[src/rtl/rs_alloc_ctrl_pkg.sv]
// Shared constants for the dispatch-to-RS allocator: default geometry and RS select codes.
package rs_alloc_ctrl_pkg;

  localparam int DP_WIDTH_DEF = 2;
  localparam int RS_NUM_DEF   = 4;
  localparam int RS_SEL_DEF   = 2;
  localparam int RS_DEPTH_DEF = 8;

  typedef enum logic [1:0] {
    RS_ALU  = 2'd0,
    RS_MUL  = 2'd1,
    RS_LDST = 2'd2,
    RS_BR   = 2'd3
  } rs_type_e;

endpackage

[src/rtl/rs_alloc_ctrl_if.sv]
// Dispatch/RS-bank signal bundle seen by the allocator; master is the dispatch side.
interface rs_alloc_ctrl_if #(
  parameter int DP_WIDTH = 2,
  parameter int RS_NUM   = 4,
  parameter int RS_SEL   = 2,
  parameter int RS_DEPTH = 8
);
  localparam int CNT_W = $clog2(RS_DEPTH + 1);
  localparam int NUM_W = $clog2(DP_WIDTH + 1);

  logic [DP_WIDTH-1:0]        i_dp_vld;
  logic [DP_WIDTH*RS_SEL-1:0] i_dp_rs_sel;
  logic                       i_stall_ext;
  logic                       i_flush;
  logic [RS_NUM-1:0]          i_rs_free;
  logic [DP_WIDTH-1:0]        o_dp_accept;
  logic [RS_NUM*DP_WIDTH-1:0] o_rs_alloc;
  logic [RS_NUM*NUM_W-1:0]    o_rs_alloc_num;
  logic [RS_NUM*CNT_W-1:0]    o_rs_credit;
  logic [RS_NUM-1:0]          o_stall_rs;

  modport master (
    output i_dp_vld, i_dp_rs_sel, i_stall_ext, i_flush, i_rs_free,
    input  o_dp_accept, o_rs_alloc, o_rs_alloc_num, o_rs_credit, o_stall_rs
  );

  modport slave (
    input  i_dp_vld, i_dp_rs_sel, i_stall_ext, i_flush, i_rs_free,
    output o_dp_accept, o_rs_alloc, o_rs_alloc_num, o_rs_credit, o_stall_rs
  );

endinterface

[src/rtl/rs_credit_cnt.sv]
// Free-entry credit counter for one reservation station: flush refills, allocs consume, frees return.
module rs_credit_cnt #(
  parameter int RS_DEPTH = 8,
  parameter int DP_WIDTH = 2
) (
  input  logic                                i_clk,
  input  logic                                i_rst_n,
  input  logic                                i_flush,
  input  logic [$clog2(DP_WIDTH + 1)-1:0]     i_alloc_num,
  input  logic                                i_free,
  output logic [$clog2(RS_DEPTH + 1)-1:0]     o_credit
);
  localparam int CNT_W = $clog2(RS_DEPTH + 1);
  localparam int SUM_W = CNT_W + 1;

  logic [CNT_W-1:0] credit_q;
  logic [CNT_W-1:0] credit_d;
  logic [SUM_W-1:0] sum_s;

  // Next credit; an illegal free at full depth saturates instead of wrapping.
  always_comb begin
    sum_s = SUM_W'(credit_q) - SUM_W'(i_alloc_num) + SUM_W'(i_free);
    if (i_flush) begin
      credit_d = CNT_W'(RS_DEPTH);
    end else if (sum_s > SUM_W'(RS_DEPTH)) begin
      credit_d = CNT_W'(RS_DEPTH);
    end else begin
      credit_d = sum_s[CNT_W-1:0];
    end
  end

  // Credit register.
  always_ff @(posedge i_clk or negedge i_rst_n) begin
    if (!i_rst_n) begin
      credit_q <= CNT_W'(RS_DEPTH);
    end else begin
      credit_q <= credit_d;
    end
  end

  assign o_credit = credit_q;

  a_no_free_when_full: assert property (@(posedge i_clk) disable iff (!i_rst_n)
    !(i_free && !i_flush && (i_alloc_num == '0) && (credit_q == CNT_W'(RS_DEPTH))));

endmodule

[src/rtl/rs_alloc_ctrl.sv]
// Dispatch-to-RS allocator: classifies slots, accepts the longest in-order prefix that fits
// the per-RS credits, and attributes the stall to the RS blocking the first rejected slot.
module rs_alloc_ctrl
  import rs_alloc_ctrl_pkg::*;
#(
  parameter int DP_WIDTH = DP_WIDTH_DEF,
  parameter int RS_NUM   = RS_NUM_DEF,
  parameter int RS_SEL   = RS_SEL_DEF,
  parameter int RS_DEPTH = RS_DEPTH_DEF
) (
  input  logic            i_clk,
  input  logic            i_rst_n,
  rs_alloc_ctrl_if.slave  dp_if
);
  localparam int CNT_W = $clog2(RS_DEPTH + 1);
  localparam int NUM_W = $clog2(DP_WIDTH + 1);

  logic [RS_SEL-1:0]               sel_s     [DP_WIDTH];
  logic [RS_NUM-1:0][DP_WIDTH-1:0] req_s;
  logic [NUM_W-1:0]                cum_s     [RS_NUM][DP_WIDTH];
  logic [CNT_W-1:0]                credit_s  [RS_NUM];
  logic [NUM_W-1:0]                alloc_num_s [RS_NUM];
  logic [DP_WIDTH-1:0]             fits_s;
  logic [DP_WIDTH-1:0]             accept_s;
  logic [RS_NUM-1:0]               stall_rs_s;
  logic                            open_s;
  logic                            found_s;

  // Per-slot selector decode and running per-RS request counts (prefix sums).
  always_comb begin
    req_s = '0;
    cum_s = '{default: '0};
    for (int s = 0; s < DP_WIDTH; s++) begin
      sel_s[s] = dp_if.i_dp_rs_sel[s*RS_SEL +: RS_SEL];
    end
    for (int k = 0; k < RS_NUM; k++) begin
      for (int s = 0; s < DP_WIDTH; s++) begin
        req_s[k][s] = dp_if.i_dp_vld[s] && (sel_s[s] == RS_SEL'(k));
        cum_s[k][s] = ((s == 0) ? NUM_W'(0) : cum_s[k][(s == 0) ? 0 : s - 1])
                      + NUM_W'(req_s[k][s]);
      end
    end
  end

  // Fit test, prefix accept chain and stall attribution for the lowest rejected slot.
  always_comb begin
    open_s     = !dp_if.i_flush && !dp_if.i_stall_ext;
    fits_s     = '0;
    accept_s   = '0;
    stall_rs_s = '0;
    found_s    = 1'b0;
    for (int s = 0; s < DP_WIDTH; s++) begin
      for (int k = 0; k < RS_NUM; k++) begin
        fits_s[s] = fits_s[s] | (open_s && req_s[k][s] &&
                                 (int'(cum_s[k][s]) <= int'(credit_s[k])));
      end
      accept_s[s] = fits_s[s] && ((s == 0) ? 1'b1 : accept_s[(s == 0) ? 0 : s - 1]);
    end
    for (int s = 0; s < DP_WIDTH; s++) begin
      if (!found_s && !accept_s[s]) begin
        found_s = 1'b1;
        for (int k = 0; k < RS_NUM; k++) begin
          stall_rs_s[k] = open_s && req_s[k][s];
        end
      end else begin
        found_s = found_s;
      end
    end
  end

  // Accepted-slot grant matrix and per-RS allocation counts.
  always_comb begin
    dp_if.o_rs_alloc = '0;
    alloc_num_s      = '{default: '0};
    for (int k = 0; k < RS_NUM; k++) begin
      for (int s = 0; s < DP_WIDTH; s++) begin
        dp_if.o_rs_alloc[k*DP_WIDTH + s] = req_s[k][s] && accept_s[s];
        alloc_num_s[k] = alloc_num_s[k] + NUM_W'(req_s[k][s] && accept_s[s]);
      end
    end
  end

  assign dp_if.o_dp_accept = accept_s;
  assign dp_if.o_stall_rs  = stall_rs_s;

  for (genvar k = 0; k < RS_NUM; k++) begin : g_rs
    rs_credit_cnt #(
      .RS_DEPTH (RS_DEPTH),
      .DP_WIDTH (DP_WIDTH)
    ) u_credit (
      .i_clk       (i_clk),
      .i_rst_n     (i_rst_n),
      .i_flush     (dp_if.i_flush),
      .i_alloc_num (alloc_num_s[k]),
      .i_free      (dp_if.i_rs_free[k]),
      .o_credit    (credit_s[k])
    );
    assign dp_if.o_rs_credit[k*CNT_W +: CNT_W]    = credit_s[k];
    assign dp_if.o_rs_alloc_num[k*NUM_W +: NUM_W] = alloc_num_s[k];
  end

endmodule

[src/flat_wrapper.sv]
// flat-port wrapper written by rule: the top's interface ports become plain ports
module rs_alloc_ctrl_flat import rs_alloc_ctrl_pkg::*;
#(
  parameter int DP_WIDTH = DP_WIDTH_DEF,
  parameter int RS_NUM   = RS_NUM_DEF,
  parameter int RS_SEL   = RS_SEL_DEF,
  parameter int RS_DEPTH = RS_DEPTH_DEF
)
  (i_clk, i_rst_n, dp_if_i_dp_vld, dp_if_i_dp_rs_sel, dp_if_i_stall_ext, dp_if_i_flush, dp_if_i_rs_free, dp_if_o_dp_accept, dp_if_o_rs_alloc, dp_if_o_rs_alloc_num, dp_if_o_rs_credit, dp_if_o_stall_rs);
  rs_alloc_ctrl_if #(.DP_WIDTH(DP_WIDTH), .RS_NUM(RS_NUM), .RS_SEL(RS_SEL), .RS_DEPTH(RS_DEPTH)) dp_if_i ();
  input  logic i_clk;
  input  logic i_rst_n;
  input wire logic [$bits(dp_if_i.i_dp_vld)-1:0] dp_if_i_dp_vld;
  input wire logic [$bits(dp_if_i.i_dp_rs_sel)-1:0] dp_if_i_dp_rs_sel;
  input wire logic [$bits(dp_if_i.i_stall_ext)-1:0] dp_if_i_stall_ext;
  input wire logic [$bits(dp_if_i.i_flush)-1:0] dp_if_i_flush;
  input wire logic [$bits(dp_if_i.i_rs_free)-1:0] dp_if_i_rs_free;
  output wire logic [$bits(dp_if_i.o_dp_accept)-1:0] dp_if_o_dp_accept;
  output wire logic [$bits(dp_if_i.o_rs_alloc)-1:0] dp_if_o_rs_alloc;
  output wire logic [$bits(dp_if_i.o_rs_alloc_num)-1:0] dp_if_o_rs_alloc_num;
  output wire logic [$bits(dp_if_i.o_rs_credit)-1:0] dp_if_o_rs_credit;
  output wire logic [$bits(dp_if_i.o_stall_rs)-1:0] dp_if_o_stall_rs;
  assign dp_if_i.i_dp_vld = dp_if_i_dp_vld;
  assign dp_if_i.i_dp_rs_sel = dp_if_i_dp_rs_sel;
  assign dp_if_i.i_stall_ext = dp_if_i_stall_ext;
  assign dp_if_i.i_flush = dp_if_i_flush;
  assign dp_if_i.i_rs_free = dp_if_i_rs_free;
  assign dp_if_o_dp_accept = dp_if_i.o_dp_accept;
  assign dp_if_o_rs_alloc = dp_if_i.o_rs_alloc;
  assign dp_if_o_rs_alloc_num = dp_if_i.o_rs_alloc_num;
  assign dp_if_o_rs_credit = dp_if_i.o_rs_credit;
  assign dp_if_o_stall_rs = dp_if_i.o_stall_rs;
  rs_alloc_ctrl #(.DP_WIDTH(DP_WIDTH), .RS_NUM(RS_NUM), .RS_SEL(RS_SEL), .RS_DEPTH(RS_DEPTH)) u_core (.i_clk(i_clk), .i_rst_n(i_rst_n), .dp_if(dp_if_i));
endmodule
[config.mk]
export PLATFORM = sky130hd
export DESIGN_NAME = rs_alloc_ctrl_flat
export DESIGN_NICKNAME = d
export VERILOG_FILES = /design/src/rtl/rs_alloc_ctrl_pkg.sv /design/src/rtl/rs_alloc_ctrl_if.sv /design/src/rtl/rs_credit_cnt.sv /design/src/rtl/rs_alloc_ctrl.sv /design/src/flat_wrapper.sv
export SDC_FILE = /design/constraint.sdc
export NUM_CORES = 1
export LEC_CHECK = 0
export BUFFER_PORTS_ARGS = -buffer_cell sky130_fd_sc_hd__buf_2
export CORE_MARGIN = 3
export CORE_UTILIZATION = 30
export CTS_BUF_LIST = sky130_fd_sc_hd__clkbuf_8
export DETAILED_ROUTE_END_ITERATION = 16
export PLACE_DENSITY = 0.5
export SLEW_MARGIN = 0
export SYNTH_ARGS = -nofsm -noshare
export SYNTH_HDL_FRONTEND = slang
export SYNTH_SLANG_ARGS = --single-unit
[constraint.sdc]
create_clock -name i_clk -period 3.9 [get_ports i_clk]
set_input_delay 0.585 -clock i_clk [delete_from_list [all_inputs] [get_ports i_clk]]
set_output_delay 0.585 -clock i_clk [all_outputs]
set_load 0.05 [all_outputs]
==> summary.md, run 1 <==
| Metric | Value |
|---|---|
| Status | finished, violations left |
| Violated checks | setup timing |
| HP Class | in2async |
| Row count | 29 |
| Power density over the cells | 130 nW/um2 |
| Critical path class | in2reg |
| CP Capture Type | register |
| DR vias | 2017 |
| First-pass GRT wire length | 9540 um |
| CP most frequent cell | ha_4 |
| Worst r2r path cells | 15 |
| I/O pins | 52 |
| Worst skew pair latency | 0.26 ns |
| Tot GR Track Use | 0.158 |
| Yosys warnings | 0 |
| Routed wire length | 6020 um |
| Fmax | 244 MHz |
| Max_slew headroom | 0.675 |
| Final period utilization | 1.05 |
| Worst-margin pin slew | 0.484 ns |
| Final Max Tran Viols | 0 |
| Share of post-route cells with drive strength above 1 | 0.670 |
| Antenna violations before repair | 0 |
| CP max stage cell | or3b_4 |
| Max FO, Critical Path | 5 |
| Clock Skew | 0.00678 ns |
| CTS sink cnt | 16 |
| Setup TNS | -2.66 ns |
| CP required | 4.10 ns |
| Largest register FFs | 16 |
| Clk slew on worst S/H paths | 0.08 ns |
| Final HPWL DP | 4830 um |
| Initial Utilization | 0.317 |
| Residual DRC count | 0 |
| Num CTS Buffers | 3 |
| Mean Syn Cell Area | 9.37 um2 |
| CTS tree | built |
| Post-Layout Cell Count | 416 |
| Drt wl/cell | 14.5 um |
| Setup violators final | 16 |
| P_leak | 0.00163 uW |
| DR iter-0 viols | 42 |
| CP peak stage delay | 0.43 ns |
| Synth cell types | 43 |
| Die height | 88.9 um |
| #FFs+latches synth | 16 |
| Place WS | -0.611 ns |
| Commonest non-fill, non-tap cell in the layout | buf_4 |
| GP Congestion | 0.780 |
| Max_cap viols | 0 |
| Peak VDD IR | 0.000122 V |
| First drt pass iteration count | 4 |
| Inserted Diodes | 0 |
| Largest net degree at the start of global routing | 20 |
| Sequential area share after synthesis | 0.197 |
| Critical Path Source Type | input pin |
| Die ar. | 7900 um2 |
| Die W | 88.9 um |
| # nets final | 405 |
| Mapped Cells | 220 |
| Final hold viol count | 0 |
| Root Driver | clkbuf_8 |
| Deepest clock path buffer count | 2 |
| Vias in the first global route | 1984 |
| Most frequent cells in the layout | buf_4 (62), buf_2 (47), ha_4 (27), inv_1 (22), ha_1 (18) |
| RSZ-0062 raised after global routing | true |
| Placed cell count | 397 |
| CORE AREA | 6490 um2 |
| Vias/cell | 4.85 |
| Final worst path period need | 4.10 ns |
| Crit path cell chain | buf_6 > or3b_4 > ha_4 > nor4b_4 > nor2_2 > o41a_4 > a21boi_4 > and2_4 > ha_4 > ha_4 > inv_2 > ha_4 > a21o_1 > a21oi_2 > mux2_4 > a221oi_4 > or2_1 |
| Final Worst Setup Slack | -0.201 ns |
| GRT overflow | 0 |
| Net count of the mapped netlist | 285 |
| # port buffers | 51 |
| # hold bufs at CTS | 0 |
| CP Data Arrival Time | 4.30 ns |
| Post-route ant nets | 0 |
| CTS H-tree lvls | 1 |
| Area Overhead vs Synth | 75.2% |
| Total design power | 468 uW |
| Post-Syn Area | 2060 um2 |
[kinds of logic after synthesis]
group / synth area share
xor gates and xnor gates: 0.0340
buffers and inverters: 0.0698
muxes: 0.0164
adders and majority gates: 0.324
DFF: 0.197
and+or+nand+nor: 0.231
AOI/OAI and AO/OA: 0.128
[cells in the mapped netlist]
cell,number,area share
nor2b_1,10,0.030
or3b_1,1,0.0043
nand2b_1,1,0.0030
mux2_2,3,0.016
nor4b_2,2,0.015
a21oi_2,3,0.013
a21boi_4,1,0.0091
clkbuf_1,2,0.0036
or3b_2,1,0.0043
nor2_2,2,0.0061
o41a_4,1,0.010
nor4b_1,1,0.0043
nor4b_4,1,0.012
a22oi_2,2,0.012
buf_2,1,0.0024
nand3b_1,2,0.0073
nor4_1,9,0.027
and2_1,4,0.012
inv_1,35,0.064
and3_1,3,0.0091
nand4_1,2,0.0061
a2111oi_0,1,0.0043
nor3_1,3,0.0073
a21oi_1,3,0.0073
o32ai_1,1,0.0043
and3b_1,2,0.0085
nand2_1,7,0.013
a2111o_1,1,0.0055
or2_1,3,0.0091
a311o_1,1,0.0049
xnor2_1,8,0.034
o22ai_1,1,0.0030
nand3_1,3,0.0073
dfrtp_1,12,0.15
o211ai_1,5,0.018
a221oi_1,4,0.017
nor2_1,9,0.016
dfstp_2,4,0.051
a21o_1,4,0.015
fa_1,4,0.039
o21ai_0,2,0.0049
nor3b_1,8,0.029
ha_1,47,0.29
[routing by layer]
metal  track usage  vias up  wire [um]
met3        0.0270        4        281
li1              -     1023          -
met1         0.225      952       2950
met5             0        -          0
met2         0.253       38       2760
met4        0.0247        0         31
[power by group]
part           internal, uW  switching (uW)  leakage (uW)
logic                  74.8            86.5       0.00139
registers               168            1.56      0.000210
clock network          70.1            67.0     0.0000269
total                   313             155       0.00163
[worst max-delay path: cells and delay by family]
family,cells,cell delay [ns]
AO/OA/AOI/OAI,5,1.30
adder cells (fa/ha/maj),4,0.80
buffers and inverters,2,0.14
AND/OR/NAND/NOR,5,1.13
multiplexers,1,0.33
[worst paths after layout]
path	slack (ns)	startpoint	to
min reg2reg	0.83	u_core.g_rs[0].u_credit.o_credit[3]	u_core.g_rs[0].u_credit.o_credit[2]
min in group i_clk	0.72	dp_if_i_rs_free[1]	u_core.g_rs[1].u_credit.o_credit[0]
min	0.25	i_rst_n	u_core.g_rs[2].u_credit.o_credit[2]
max reg2reg	0.07	u_core.g_rs[3].u_credit.o_credit[0]	u_core.g_rs[3].u_credit.o_credit[3]
max in group asynchronous	3.32	i_rst_n	u_core.g_rs[2].u_credit.o_credit[3]
max	-0.20	dp_if_i_dp_rs_sel[1]	u_core.g_rs[3].u_credit.o_credit[3]
[stage by stage]
step                hold slack (ns)   util  area, um2
CTS                           0.263  0.515       3340
global route                  0.273  0.556       3610
finish                        0.250  0.556       3610
floorplan                     0.289      -       2450
global placement              0.544  0.488       3170
detailed placement            0.548  0.488       3170
[layout make-up]
type / count / area [um2]
Clock buffer: 3 / 41.3
Clock inverter: 1 / 3.75
Tap cell: 77 / 96.3
Inverter: 35 / 136
Timing Repair Buffer: 118 / 802
Fill cell: 594 / 2890
Multi-Input combinational cell: 166 / 2120
Sequential cell: 16 / 405
[timing repair]
| item | CTS | global route |
|---|---|---|
| pin swaps | 27 | 53 |
| resized for setup | 13 | 41 |
| buffers inserted | 8 | 7 |
| setup endpoints to repair | 16 | 16 |
No activity file was read; power rests on OpenSTA's default activity.
==> run 2: changes to the inputs <==
--- a/config.mk
+++ b/config.mk
@@ -11,6 +11,7 @@
 export CTS_BUF_LIST = sky130_fd_sc_hd__clkbuf_8
 export DETAILED_ROUTE_END_ITERATION = 16
 export PLACE_DENSITY = 0.5
+export SKIP_CTS_REPAIR_TIMING = 1
 export SLEW_MARGIN = 0
 export SYNTH_ARGS = -nofsm -noshare
 export SYNTH_HDL_FRONTEND = slang
==> constraint.sdc (replaced) <==
create_clock -name i_clk -period 3.9 [get_ports i_clk]
set_input_delay 0.39 -clock i_clk [delete_from_list [all_inputs] [get_ports i_clk]]
set_output_delay 0.39 -clock i_clk [all_outputs]
set_load 0.05 [all_outputs]
==> summary.md, run 2 (synthesis results as in run 1) <==
| Metric | Value |
|---|---|
| CP required | 4.03 ns (-0.07 ns) |
| Critical path depth | 19 (+2) |
| RSZ-0062 raised after global routing | true |
| Post-route ant nets | 0 (unchanged) |
| Setup violators final | 8 (-8) |
| Residual DRC count | 0 (unchanged) |
| CTS sink cnt | 16 (unchanged) |
| Final period utilization | 1.01 (-0.0398) |
| Status | finished, violations left |
| Violated checks | setup timing |
| CP Data Arrival Time | 4.08 ns (-0.22 ns) |
| Largest net degree at the start of global routing | 17 (-15%) |
| GP Congestion | 0.818 (+4.9%) |
| Power density over the cells | 133 nW/um2 (+2.2%) |
| Root Driver | clkbuf_8 |
| Critical path class | in2reg |
| Met1 GRT Util | 0.209 (-0.0155) |
| Combinational Power Share | 0.331 (-0.013) |
| Commonest non-fill, non-tap cell in the layout | buf_4 |
| Met3 usage | 0.0261 (-0.000931) |
| Sw Ratio | 0.320 (-0.0108) |
| Antenna violations before repair | 0 (unchanged) |
| CP max stage cell | o41a_4 |
| Max FO, Critical Path | 4 (-1) |
| CP peak stage delay | 0.47 ns (+0.04 ns) |
| Largest register FFs | 16 (unchanged) |
| Worst-margin pin slew | 0.490 ns (+0.00646 ns) |
| Final hold viol count | 0 (unchanged) |
| Reg area | 405 um2 (unchanged) |
| Row count | 29 (unchanged) |
| Die W | 88.9 um (unchanged) |
| Vias in the first global route | 1900 (-4.2%) |
| P_leak | 0.00156 uW (-4.3%) |
| Most frequent cells in the layout | buf_4 (54), buf_2 (48), inv_1 (25), ha_1 (24), ha_4 (22) |
| GRT overflow | 0 (unchanged) |
| # port buffers | 51 (unchanged) |
| First drt pass iteration count | 4 (unchanged) |
| Crit path cell chain | buf_8 > nand3b_1 > buf_6 > ha_4 > nor4b_4 > nor2_2 > o41a_4 > a21boi_4 > buf_4 > and2_4 > ha_4 > ha_4 > inv_2 > ha_4 > a21o_1 > a21oi_2 > mux2_4 > a221oi_4 > nor3b_1 |
| CTS H-tree lvls | 1 (unchanged) |
| Share of post-route cells with drive strength above 1 | 0.590 (-0.0800) |
| Final Max Tran Viols | 0 (unchanged) |
| Num CTS Buffers | 3 (unchanged) |
| DR vias | 1962 (-2.7%) |
| Setup TNS | -0.274 ns (+2.38 ns) |
| Tot GR Track Use | 0.148 (-0.00914) |
| Final Worst Setup Slack | -0.0457 ns (+0.155 ns) |
| Clk slew on worst S/H paths | 0.07 ns (about the same) |
| CP Capture Point | u_core.g_rs[3].u_credit.o_credit[0] |
| Worst skew pair latency | 0.25 ns (about the same) |
| Top delay family on crit path | compound AO/OA/AOI/OAI gates |
| CORE AREA | 6490 um2 (unchanged) |
| Die height | 88.9 um (unchanged) |
| DR iter-0 viols | 37 (-12%) |
| Critical R2R Launch | u_core.g_rs[3].u_credit.o_credit[0] |
| First-pass GRT wire length | 9020 um (-5.4%) |
| Die ar. | 7900 um2 (unchanged) |
| Clk pwr share | 0.290 (-0.003) |
| Cell Int Power | 305 uW (-2.6%) |
| R2R Path End | u_core.g_rs[3].u_credit.o_credit[0] |
| Clock Skew | 0.00421 ns (-0.00258 ns) |
| R2r setup slk | 0.08 ns (about the same) |
| Peak VDD IR | 0.0000894 V (-26%) |
| # nets final | 396 (-2.2%) |
| Place WS | -0.376 ns (+0.235 ns) |
| Inserted Diodes | 0 (unchanged) |
| Placed cell count | 393 (-1.0%) |
| Critical Path Start | dp_if_i_dp_rs_sel[0] |
| P_sw | 144 uW (-7.3%) |
| I/O pins | 52 (unchanged) |
| Routed wire length | 5700 um (-5.3%) |
| CP Capture Type | register |
| Critical Path Source Type | input pin |
| Vias/cell | 4.83 (-0.33%) |
| CP most frequent cell | ha_4 |
| Total design power | 449 uW (-4.1%) |
| Top Usage Layer GRT | met2 |
| Routing usage on met2 | 0.240 (-0.0128) |
| Max_slew headroom | 0.670 (-0.00435) |
| Flop pwr share | 0.379 (+0.016) |
| CTS tree | built |
| WHS | 0.0579 ns (-0.192 ns) |
| Final HPWL DP | 4850 um (+0.52%) |
| Worst Path Buf+Inv | 4 (+2) |
| FILL cells | 598 (+0.67%) |
| Max_cap viols | 0 (unchanged) |
| Deepest clock path buffer count | 2 (unchanged) |
| Final worst path period need | 3.95 ns (-0.155 ns) |
| Multi-input logic area | 1980 um2 (-6.8%) |
| Initial Utilization | 0.317 (unchanged) |
| Fmax | 253 MHz (+3.9%) |
| Worst r2r path cells | 16 (+1) |
| Post-Layout Cell Count | 406 (-2.4%) |
| Drt wl/cell | 14.0 um (-2.9%) |
| HP Class | in2async |
| Area Overhead vs Synth | 64.3% |
run 2: cell types whose count changed in the layout (fill, tap and decap cells not counted), moves of 4 or more:
cell     before  now
buf_4        62   54
nor3b_2       6    2
nor3b_1       2    6
ha_4         27   22
ha_1         18   24
run 2: through the flow:
stage / utilization / area (um2)
4_1_cts: 0.490 / 3180
5_1_grt: 0.521 / 3390
2_1_floorplan: - / 2450
6_report: 0.521 / 3390
3_3_place_gp: 0.483 / 3140
3_5_place_dp: 0.483 / 3140
run 2: cell type report:
type,instances,area share
Multi-Input combinational cell,166,0.585
Timing Repair Buffer,109,0.215
Sequential cell,16,0.120
Inverter,35,0.0395
Tap cell,77,0.0285
Clock buffer,3,0.0122
run 2: metal layers:
| layer | wire length (um) | part of all wire | up-vias |
|---|---|---|---|
| met5 | 0 | 0 | - |
| met4 | 21 | 0.0037 | 0 |
| met3 | 192 | 0.034 | 2 |
| met2 | 2600 | 0.46 | 31 |
| met1 | 2890 | 0.51 | 925 |
| li1 | - | - | 1004 |
run 2: worst min-delay path by stage:
stage,startpoint,to,slack (ns),depth (start not counted)
2_1_floorplan,i_rst_n,u_core.g_rs[0].u_credit.o_credit[0],0.09,0
4_1_cts,i_rst_n,u_core.g_rs[1].u_credit.o_credit[1],0.07,1
3_5_place_dp,i_rst_n,u_core.g_rs[0].u_credit.o_credit[2],0.35,1
3_3_place_gp,i_rst_n,u_core.g_rs[0].u_credit.o_credit[2],0.35,1
6_report,i_rst_n,u_core.g_rs[1].u_credit.o_credit[2],0.06,1
5_1_grt,i_rst_n,u_core.g_rs[1].u_credit.o_credit[1],0.08,1
run 2: power by group through the flow:
| stage | sequential [uW] | clock, uW | combinational (uW) |
|---|---|---|---|
| 6_report | 170 | 130 | 149 |
| 5_1_grt | 170 | 141 | 165 |
| 4_1_cts | 170 | 136 | 137 |
| 3_5_place_dp | 173 | 0 | 136 |
| 3_3_place_gp | 173 | 0 | 136 |
| 2_1_floorplan | 179 | 0 | 78.1 |
